==> src/rtl/carga_frames_me_pkg.sv <==
// Shared constants for the motion-estimation frame loader: default widths,
// frame size, FSM state encoding and the saturating frame-counter helper.
package carga_frames_me_pkg;

  // Address MSB index and derived widths used as module defaults
  localparam int MSBI               = 13;
  localparam int ADDR_W_DEF         = MSBI + 1;
  localparam int PIX_W_DEF          = 9;
  localparam int FRAME_PIXELS_DEF   = 8192;

  // Loader FSM encoding (kept as plain constants for compatibility with older blocks)
  localparam logic [2:0] IDLE       = 3'd0;
  localparam logic [2:0] LOAD       = 3'd1;
  localparam logic [2:0] DRAIN      = 3'd2;
  localparam logic [2:0] START      = 3'd3;
  localparam logic [2:0] SEARCH     = 3'd4;

  // Completed-frame counter: counts 0,1,2,3 and then sticks at 3
  function automatic logic [1:0] sat_inc2(input logic [1:0] value);
    logic [1:0] result;
    if (value == 2'd3) begin
      result = 2'd3;
    end else begin
      result = value + 2'd1;
    end
    return result;
  endfunction

endpackage

==> src/rtl/carga_copy_pipe.sv <==
// One-stage copy pipe. An accepted pixel and its address are registered; in
// the following cycle the act RAM read data for that address (the previous
// frame's pixel) is written to the ref RAM while the new pixel is written to
// the act RAM at the same address. All outputs are zero when nothing is pending.
module carga_copy_pipe
  import carga_frames_me_pkg::*;
#(
  parameter int ADDR_W = ADDR_W_DEF,
  parameter int PIX_W  = PIX_W_DEF
) (
  input  logic              clk,
  input  logic              reset_n,
  input  logic              load,
  input  logic [ADDR_W-1:0] load_addr,
  input  logic [PIX_W-1:0]  load_pix,
  input  logic [PIX_W-1:0]  act_rd_data,
  output logic [ADDR_W-1:0] act_wr_addr,
  output logic [PIX_W-1:0]  act_wr_data,
  output logic              act_wr_en,
  output logic [ADDR_W-1:0] ref_wr_addr,
  output logic [PIX_W-1:0]  ref_wr_data,
  output logic              ref_wr_en
);

  logic              pend_r;
  logic [ADDR_W-1:0] addr_r;
  logic [PIX_W-1:0]  pix_r;
  logic [PIX_W-1:0]  ref_data_s;

  // Capture the accepted pixel/address; clear everything when no pixel arrives
  always_ff @(posedge clk or negedge reset_n) begin
    if (!reset_n) begin
      pend_r <= 1'b0;
      addr_r <= {ADDR_W{1'b0}};
      pix_r  <= {PIX_W{1'b0}};
    end else if (load) begin
      pend_r <= 1'b1;
      addr_r <= load_addr;
      pix_r  <= load_pix;
    end else begin
      pend_r <= 1'b0;
      addr_r <= {ADDR_W{1'b0}};
      pix_r  <= {PIX_W{1'b0}};
    end
  end

  // Old act contents only become ref data while a write pair is pending
  always_comb begin
    ref_data_s = {PIX_W{1'b0}};
    if (pend_r) begin
      ref_data_s = act_rd_data;
    end else begin
      ref_data_s = {PIX_W{1'b0}};
    end
  end

  assign act_wr_en   = pend_r;
  assign act_wr_addr = addr_r;
  assign act_wr_data = pix_r;
  assign ref_wr_en   = pend_r;
  assign ref_wr_addr = addr_r;
  assign ref_wr_data = ref_data_s;

endmodule

==> src/rtl/carga_frames_me.sv <==
// Frame loader in front of the motion-estimation search block. Streams one
// frame of pixels into the act RAM while moving the previous act frame into
// the ref RAM, then hands the act RAM read port to the search block and
// starts it, holding off new pixels until the search reports finish.
module carga_frames_me
  import carga_frames_me_pkg::*;
#(
  parameter int ADDR_W       = ADDR_W_DEF,
  parameter int PIX_W        = PIX_W_DEF,
  parameter int FRAME_PIXELS = FRAME_PIXELS_DEF
) (
  input  logic              clk,
  input  logic              reset_n,
  input  logic [PIX_W-1:0]  pix_data,
  input  logic              pix_valid,
  input  logic              pix_sof,
  output logic              pix_ready,
  output logic              act_sel,
  output logic [ADDR_W-1:0] act_rd_addr,
  input  logic [PIX_W-1:0]  act_rd_data,
  output logic [ADDR_W-1:0] act_wr_addr,
  output logic [PIX_W-1:0]  act_wr_data,
  output logic              act_wr_en,
  output logic [ADDR_W-1:0] ref_wr_addr,
  output logic [PIX_W-1:0]  ref_wr_data,
  output logic              ref_wr_en,
  output logic              me_start,
  input  logic              me_idle,
  input  logic              me_finish,
  output logic [1:0]        cont_img,
  output logic              frame_err
);

  localparam logic [ADDR_W-1:0] LAST_ADDR = ADDR_W'(FRAME_PIXELS - 1);
  localparam logic [ADDR_W-1:0] ADDR_ONE  = ADDR_W'(1);
  localparam logic [ADDR_W-1:0] ADDR_ZERO = {ADDR_W{1'b0}};

  logic [2:0]        state_r;
  logic [ADDR_W-1:0] cnt_r;
  logic [1:0]        cont_img_r;
  logic              me_start_r;
  logic              frame_err_r;

  logic              pix_ready_s;
  logic              act_sel_s;
  logic              accept_s;
  logic              load_s;
  logic [ADDR_W-1:0] load_addr_s;
  logic              mid_sof_s;
  logic              last_s;
  logic [ADDR_W-1:0] cnt_next_s;

  // Handshake and RAM-port ownership decoded straight from the state register
  always_comb begin
    pix_ready_s = 1'b0;
    act_sel_s   = 1'b0;
    case (state_r)
      IDLE: begin
        pix_ready_s = 1'b1;
        act_sel_s   = 1'b1;
      end
      LOAD: begin
        pix_ready_s = 1'b1;
        act_sel_s   = 1'b1;
      end
      DRAIN: begin
        pix_ready_s = 1'b0;
        act_sel_s   = 1'b1;
      end
      default: begin
        pix_ready_s = 1'b0;
        act_sel_s   = 1'b0;
      end
    endcase
  end

  assign accept_s = pix_valid & pix_ready_s;

  // Decide whether the accepted pixel is stored and at which address; a sof
  // always forces address 0, inside a frame it also flags a framing error
  always_comb begin
    load_s      = 1'b0;
    load_addr_s = cnt_r;
    mid_sof_s   = 1'b0;
    case (state_r)
      IDLE: begin
        if (accept_s && pix_sof) begin
          load_s      = 1'b1;
          load_addr_s = ADDR_ZERO;
        end else begin
          load_s      = 1'b0;
          load_addr_s = cnt_r;
        end
      end
      LOAD: begin
        if (accept_s) begin
          load_s = 1'b1;
          if (pix_sof) begin
            load_addr_s = ADDR_ZERO;
            mid_sof_s   = 1'b1;
          end else begin
            load_addr_s = cnt_r;
            mid_sof_s   = 1'b0;
          end
        end else begin
          load_s      = 1'b0;
          load_addr_s = cnt_r;
        end
      end
      default: begin
        load_s      = 1'b0;
        load_addr_s = cnt_r;
        mid_sof_s   = 1'b0;
      end
    endcase
  end

  // Address after the current pixel, wrapping at the end of the frame
  always_comb begin
    last_s     = 1'b0;
    cnt_next_s = ADDR_ZERO;
    if (load_s && (load_addr_s == LAST_ADDR)) begin
      last_s     = 1'b1;
      cnt_next_s = ADDR_ZERO;
    end else begin
      last_s     = 1'b0;
      cnt_next_s = load_addr_s + ADDR_ONE;
    end
  end

  // Loader FSM, address counter, frame counter and the pulse outputs
  always_ff @(posedge clk or negedge reset_n) begin
    if (!reset_n) begin
      state_r     <= IDLE;
      cnt_r       <= ADDR_ZERO;
      cont_img_r  <= 2'd0;
      me_start_r  <= 1'b0;
      frame_err_r <= 1'b0;
    end else begin
      me_start_r  <= 1'b0;
      frame_err_r <= mid_sof_s;
      case (state_r)
        IDLE: begin
          if (load_s) begin
            cnt_r   <= cnt_next_s;
            state_r <= last_s ? DRAIN : LOAD;
          end else begin
            cnt_r   <= ADDR_ZERO;
          end
        end
        LOAD: begin
          if (load_s) begin
            cnt_r <= cnt_next_s;
            if (last_s) begin
              state_r <= DRAIN;
            end else begin
              state_r <= LOAD;
            end
          end else begin
            state_r <= LOAD;
          end
        end
        DRAIN: begin
          // The first frame has no meaningful reference, so there is nothing to search
          cont_img_r <= sat_inc2(cont_img_r);
          cnt_r      <= ADDR_ZERO;
          if (cont_img_r == 2'd0) begin
            state_r <= IDLE;
          end else begin
            state_r <= START;
          end
        end
        START: begin
          if (me_idle) begin
            me_start_r <= 1'b1;
            state_r    <= SEARCH;
          end else begin
            state_r    <= START;
          end
        end
        SEARCH: begin
          // A finish arriving together with our own start pulse is stale
          if (me_finish && !me_start_r) begin
            state_r <= IDLE;
          end else begin
            state_r <= SEARCH;
          end
        end
        default: begin
          state_r <= IDLE;
          cnt_r   <= ADDR_ZERO;
        end
      endcase
    end
  end

  carga_copy_pipe #(
    .ADDR_W (ADDR_W),
    .PIX_W  (PIX_W)
  ) u_copy_pipe (
    .clk         (clk),
    .reset_n     (reset_n),
    .load        (load_s),
    .load_addr   (load_addr_s),
    .load_pix    (pix_data),
    .act_rd_data (act_rd_data),
    .act_wr_addr (act_wr_addr),
    .act_wr_data (act_wr_data),
    .act_wr_en   (act_wr_en),
    .ref_wr_addr (ref_wr_addr),
    .ref_wr_data (ref_wr_data),
    .ref_wr_en   (ref_wr_en)
  );

  assign pix_ready   = pix_ready_s;
  assign act_sel     = act_sel_s;
  assign act_rd_addr = load_addr_s;
  assign me_start    = me_start_r;
  assign frame_err   = frame_err_r;
  assign cont_img    = cont_img_r;

endmodule

==> config.mk <==
export PLATFORM = sky130hd
export DESIGN_NAME = carga_frames_me
export DESIGN_NICKNAME = d
export VERILOG_FILES = /design/src/rtl/carga_frames_me_pkg.sv /design/src/rtl/carga_copy_pipe.sv /design/src/rtl/carga_frames_me.sv
export SDC_FILE = /design/constraint.sdc
export NUM_CORES = 1
export LEC_CHECK = 0
export CORE_MARGIN = 1.5
export CORE_UTILIZATION = 40
export CTS_BUF_LIST = sky130_fd_sc_hd__clkbuf_16
export DETAILED_ROUTE_END_ITERATION = 12
export DONT_BUFFER_PORTS = 1
export PLACE_DENSITY = 0.53
export SLEW_MARGIN = 20
export SYNTH_ARGS = -nofsm -noshare
export SYNTH_HDL_FRONTEND = slang
export SYNTH_SLANG_ARGS = --single-unit
==> constraint.sdc <==
create_clock -name clk -period 8.08 [get_ports clk]
set_clock_uncertainty 0.1 [all_clocks]
set_input_delay 0.808 -clock clk [delete_from_list [all_inputs] [get_ports clk]]
set_output_delay 0.808 -clock clk [all_outputs]
set_load 0.05 [all_outputs]
# --- Yosys cells after proc, flatten, opt, wreduce, memory -nomap -nowiden ---
# Index checks and enable logic that the tools add are counted.
word_totals:
  output_inout_bits: 68
  regBits: 45
  elab_cells: 61
  input_bits: 24
op_classes:
  mux: 31
  n_bitwise: 2
  n_reduce_logical: 10
  n_eq_ne: 8
  n_addsub: 2
op_table:
  columns: ["cell", "n"]
  rows:
  - ["$mux 14", 7]
  - ["$pmux 14 s3", 1]
  - ["$pmux 14 s2", 1]
  - ["$mux 9", 2]
  - ["$pmux 3 s5", 1]
  - ["$add 14x1->14 const B", 1]
  - ["$eq 14x13->1 const B", 1]
  - ["$mux 3", 4]
  - ["$mux 1", 11]
  - ["$eq 3x2->1 const B", 2]
  - ["$mux 2", 3]
  - ["$ne 2x2->1 const B", 2]
  - ["$reduce_or 2->1", 2]
  - ["$eq 3x1->1 const B", 1]
  - ["$eq 3x3->1 const B", 1]
  - ["$logic_and 1x1->1", 3]
  - ["$logic_not 3->1", 1]
  - ["$reduce_or 3->1", 1]
  - ["$add 2x1->2 const B", 1]
  - ["$eq 2x2->1 const B", 1]
  - ["$logic_not 2->1", 1]
  - ["$pmux 1 s2", 1]
  - ["$reduce_and 2->1", 1]
  - ["$and 1x1->1", 1]
  - ["2 further kinds", 2]

# --- Logic depth before layout (Yosys ltp) ---
logic_depth:
  depth_word: 13
  depth_mapped: 9
  ltp_nobuf: 9

# --- By module ---
# Synthesis repeated with hierarchy kept, for this count alone.
hier_totals:
  cells_unflattened: 217
  area_unflattened_um2: 2259.7
by_module_without_submodules:
  columns: ["mod", "cells_per_inst", "area_each_um2", "seq_area_each_um2", "n_inst"]
  rows:
  - ["carga_frames_me", 144, 1302.5, 525.5, 1]
  - ["carga_copy_pipe", 73, 957.2, 600.6, 1]

# --- Worst setup path after synthesis ---
# Ideal clock, no wire load.
synth_path:
  path_type: "input -> register"
  startpoint: "input pix_valid"
  endpoint: "register cnt_r[1]"
  required_ns: 7.859
  path_buffers: 1
  path_stages: 8
  t_arrival_ns: 3.314
  setup_slack_ns: 4.545
  setup_time_ns: 0.121
  path_cell_list: "nand4bb_1 > clkbuf_1 > and2_1 > ha_1 > nand4_4 > or4_4 > or3_4 > a32o_2"
synth_between:
  elab_chain_cells: 9
  elab_cells_between_ends: 17
  classes_between: "1 x add/sub; 2 x eq/ne; 10 x mux; 1 x bitwise; 3 x reduce/logical"
synth_lines:
  columns: ["item", "line_no", "rtl"]
  rows:
  - ["from (decl)", "carga_frames_me.sv:15", "input logic pix_valid,"]
  - ["$and 1x1->1 (*)", "carga_frames_me.sv:77", "assign accept_s = pix_valid & pix_ready_s;"]
  - ["$logic_and 1x1->1", "carga_frames_me.sv:87", "if (accept_s && pix_sof) begin"]
  - ["$mux 14", "carga_frames_me.sv:87", null]
  - ["$pmux 14 s2 (*)", "carga_frames_me.sv:85", "case (state_r)"]
  - ["net act_rd_addr[1]", "carga_frames_me.sv:19", "output logic [ADDR_W-1:0] act_rd_addr,"]
  - ["branches (longest 2 deep; another with $add 14x1->14)", null, null]
  - ["$mux 14 (*)", "carga_frames_me.sv:122", "if (load_s && (load_addr_s == LAST_ADDR)) begin"]
  - ["$mux 14 (on tied branches)", "carga_frames_me.sv:152, carga_frames_me.sv:144", null]
  - ["$pmux 14 s3 (*)", "carga_frames_me.sv:142", "case (state_r)"]
  - ["to (signal assigned)", "carga_frames_me.sv:145", "cnt_r <= cnt_next_s;"]
  - ["to (signal assigned)", "carga_frames_me.sv:153", "cnt_r <= cnt_next_s;"]
  - ["to (decl)", "carga_frames_me.sv:39", "logic [ADDR_W-1:0] cnt_r;"]
# Mark *: on every way through the listed nets, which the timed path passes. The select of a mux whose other input is x is not followed.
# A chain may end at the register's enable or synchronous reset.

# --- Worst setup path in the final report ---
layout_path:
  startpoint: "register state_r[2]"
  endpoint: "register cnt_r[8]"
layout_between:
  elab_chain_cells: 12
  elab_cells_between_ends: 25
  classes_between: "1 x add/sub; 5 x eq/ne; 11 x mux; 2 x bitwise; 6 x reduce/logical"
layout_lines:
  columns: ["item", "line_no", "rtl"]
  rows:
  - ["from (decl)", "carga_frames_me.sv:38", "logic [2:0] state_r;"]
  - ["from (signal assigned)", "carga_frames_me.sv:146", "state_r <= last_s ? DRAIN : LOAD;"]
  - ["$eq 3x1->1 or $logic_not 3->1 (tied branches)", "carga_frames_me.sv:57, carga_frames_me.sv:85", null]
  - ["$reduce_or 2->1 (no source line)", null, null]
  - ["$mux 1", "carga_frames_me.sv:57", "case (state_r)"]
  - ["$and 1x1->1", "carga_frames_me.sv:77", null]
  - ["$logic_and 1x1->1", "carga_frames_me.sv:87", null]
  - ["$mux 14", "carga_frames_me.sv:87", null]
  - ["$pmux 14 s2 (*)", "carga_frames_me.sv:85", null]
  - ["net act_rd_addr[1]", "carga_frames_me.sv:19", null]
  - ["branches (longest 2 deep; another with $add 14x1->14)", null, null]
  - ["$mux 14 (*)", "carga_frames_me.sv:122", null]
  - ["$mux 14 (on tied branches)", "carga_frames_me.sv:152, carga_frames_me.sv:144", null]
  - ["$pmux 14 s3 (*)", "carga_frames_me.sv:142", null]
# Marks and branches as above.

==> results.ini <==
[clock_network]
clkTransAtPathRegs_ns=0.06
cts_buffers=5
cts.sinks=45
cts_resized=0
clk-insertion-delay-late_ns=0.28
cts_tree=built
h-tree-depth=2
cts_max_path_buffers=2
cts-hold-fix-buffers=0
cts_setup_buffers=0
cts-root-buf=clkbuf_16

[placement]
place_ws_ns=4.240
gp_congestion=0.8677
place_hpwl_um=3091
io_buffers=0

[critical_path]
cp-end-kind=register
cp_common_cell=a31oi_1
crit_chain=nand4bb_1 -> and2_1 -> ha_1 -> nand4_4 -> or4_4 -> o31a_2 -> a31oi_1 -> a31oi_1
worstPathArrival_ns=3.65
worst_ep_required_time_ns=8.13
cp-start-kind=register
worstSetupPathType=reg -> reg
rrSetupSlack_ns=4.47
cpMaxStageDelayCell=and2_1
crit_buf_inv=0
cp_slowest_stage_delay_ns=0.57
crit_fanout=16
cp_top_family=simple AND/OR/NAND/NOR gates

[job]
maxCapViolCount=0

[pwr]
power_frac_seq_pct=52.7
pwr-share-comb_pct=9.8
swShare_pct=29.44
ir_drop_uv=115.8
p_per_area_nw_per_um2=227.6
p_int_mw=0.3575
pwr-share-clk_pct=37.5
p_sw_mw=0.1491
p_leak_nw=1.008

[synth]
syn_nets=239
yosysSeqAreaShare_pct=52.63
syn-cell-area_um2=2140
ys_ff_latch=45
synth-main-ff-cell=dfrtp_1
synth_edf_count=0
ys_async_sr_fraction_pct=100.0
yosysTopAreaCellShare_pct=52.63
synthTopCellsByCount=45 x dfrtp_1, 38 x and2_1, 21 x nand2_1, 19 x nor2_1, 15 x buf_4
netlist_instances=214
yosysMostFrequentCell=dfrtp_1
yosys.area.top_type=dfrtp_1
synthTopCellsByArea=dfrtp_1 53%, and2_1 11%, buf_4 5.3%
ys_types=43
avgSynthCellArea_um2=9.998
yosys_warnings=0

[die]
rows=26
die_w_um=76.14
ioPinCount=92
core_area_um2=5140
start_util_pct=41.63
die_h_um=76.14
dieArea_um2=5797

[sta]
setup_slack_ns=4.473
slew_violations=0
tightestPinTransition_ns=1.030
fmax_ghz=0.2772
hold_viol=0
period_share_pct=44.65
fin_crit_ns=3.607
setup_tns_ns=0
rsz0062_at_grt=false
setup_violations=0
slew_headroom_pct=31.57

[grt]
track_usage_pct=15.30
grt_overflow=0
grt_max_degree=46
antenna_found_initial=0
grt_pass1_wl_um=7134
first_global_vias=1398

[drt]
vias=1450
wl_per_cell_um=16.28
via_per_inst=5.351
drtIter0Drc=59
drc=0
route.antenna.remaining_nets=0
drtPass1Iterations=4
drt-total-wl_um=4412

[finish]
final-seq-area_um2=1126
syn_to_final_growth_pct=4.035
multi_input_comb_area_um2=857.1
diodes=0
nFillCells=513
layout-drive-gt1-share_pct=8.458
fin_nets=226

[outcome]
outcome=finished clean

[worst_hold_path]
hp-class=in -> async

## cell families after synthesis
family	synth area share, %
buffers and inverters	7.544
DFF	52.63
xor gates and xnor gates	0.4094
and+or+nand+nor	27.31
AOI/OAI and AO/OA	11.52
adders and majority gates	0.5847
## per-layer routing
layer / track usage [%] / wire, µm / vias up / part of all wire, %
met5: 0 / 0 / - / 0
met4: 4.815 / 49 / 0 / 1.1
met3: 3.353 / 244 / 6 / 5.5
met2: 24.86 / 2112 / 62 / 48
met1: 20.46 / 2006 / 696 / 45
li1: - / - / 686 / -
## path summary, 6_finish.rpt
check                                         to  cells after the start              startpoint
max                         cnt_r[8]$_DFFE_PN0P_                      8  state_r[2]$_DFFE_PN0P_
min                        cnt_r[13]$_DFFE_PN0P_                      0                 reset_n
max reg2reg                 cnt_r[8]$_DFFE_PN0P_                      8  state_r[2]$_DFFE_PN0P_
min reg2reg                 cnt_r[0]$_DFFE_PN0P_                      2    cnt_r[0]$_DFFE_PN0P_
max in group asynchronous  cnt_r[10]$_DFFE_PN0P_                      0                 reset_n
min in group clk            cnt_r[0]$_DFFE_PN0P_                      2    cnt_r[0]$_DFFE_PN0P_
## area by class of cell
type / instances / area share (%)
Clock inverter: 2 / 0.5059
Inverter: 5 / 0.8432
Multi-Input combinational cell: 144 / 38.50
Clock buffer: 5 / 5.621
Tap cell: 70 / 3.935
Sequential cell: 45 / 50.59
## stage by stage
stage	total power, mW	hold WS [ns]	util, %	instances	instance area (µm²)
2_1_floorplan	0.3152	0.3708	-	214	2140
3_3_place_gp	0.3206	0.4007	40.56	264	2085
3_5_place_dp	0.3212	0.3919	40.56	264	2085
4_1_cts	0.5154	0.1069	43.21	271	2221
5_1_grt	0.5314	0.1036	43.31	271	2226
6_report	0.5066	0.1202	43.31	271	2226
## cells in the final DEF, fill, tap and decap left out, drive strengths merged, types with 2 or more instances in the layout
| cell | Yosys | final |
|---|---|---|
| and2 | 40 | 40 |
| a31oi | 6 | 6 |
| nand2 | 21 | 21 |
| nor3 | 4 | 4 |
| o21ai | 12 | 12 |
| nand4 | 2 | 2 |
| nand2b | 2 | 2 |
| a22o | 2 | 2 |
| clkbuf | 4 | 5 |
| or3 | 2 | 2 |
| nor2b | 2 | 2 |
| dfrtp | 45 | 45 |
| o31ai | 3 | 3 |
| nand4bb | 2 | 2 |
| nand3 | 4 | 4 |
| nor2 | 19 | 19 |
| inv | 5 | 5 |
| o31a | 2 | 2 |
| a21oi | 6 | 6 |
## power by group through the flow
stage	Combinational [mW]	Sequential, mW	Clock (mW)
floorplan	0.0534	0.262	0
global placement	0.0496	0.271	0
detailed placement	0.0500	0.271	0
CTS	0.0500	0.267	0.198
global route	0.0538	0.268	0.209
finish	0.0498	0.267	0.190
## flip-flops by register name (all words and copies together) (netlist names)
signal,cells
cnt_r,14
u_copy_pipe.act_wr_addr,14
u_copy_pipe.act_wr_data,9
state_r,3
cont_img,2
frame_err,1
me_start,1
u_copy_pipe.act_wr_en,1
Note: power is estimated with default switching activity, not from simulation.
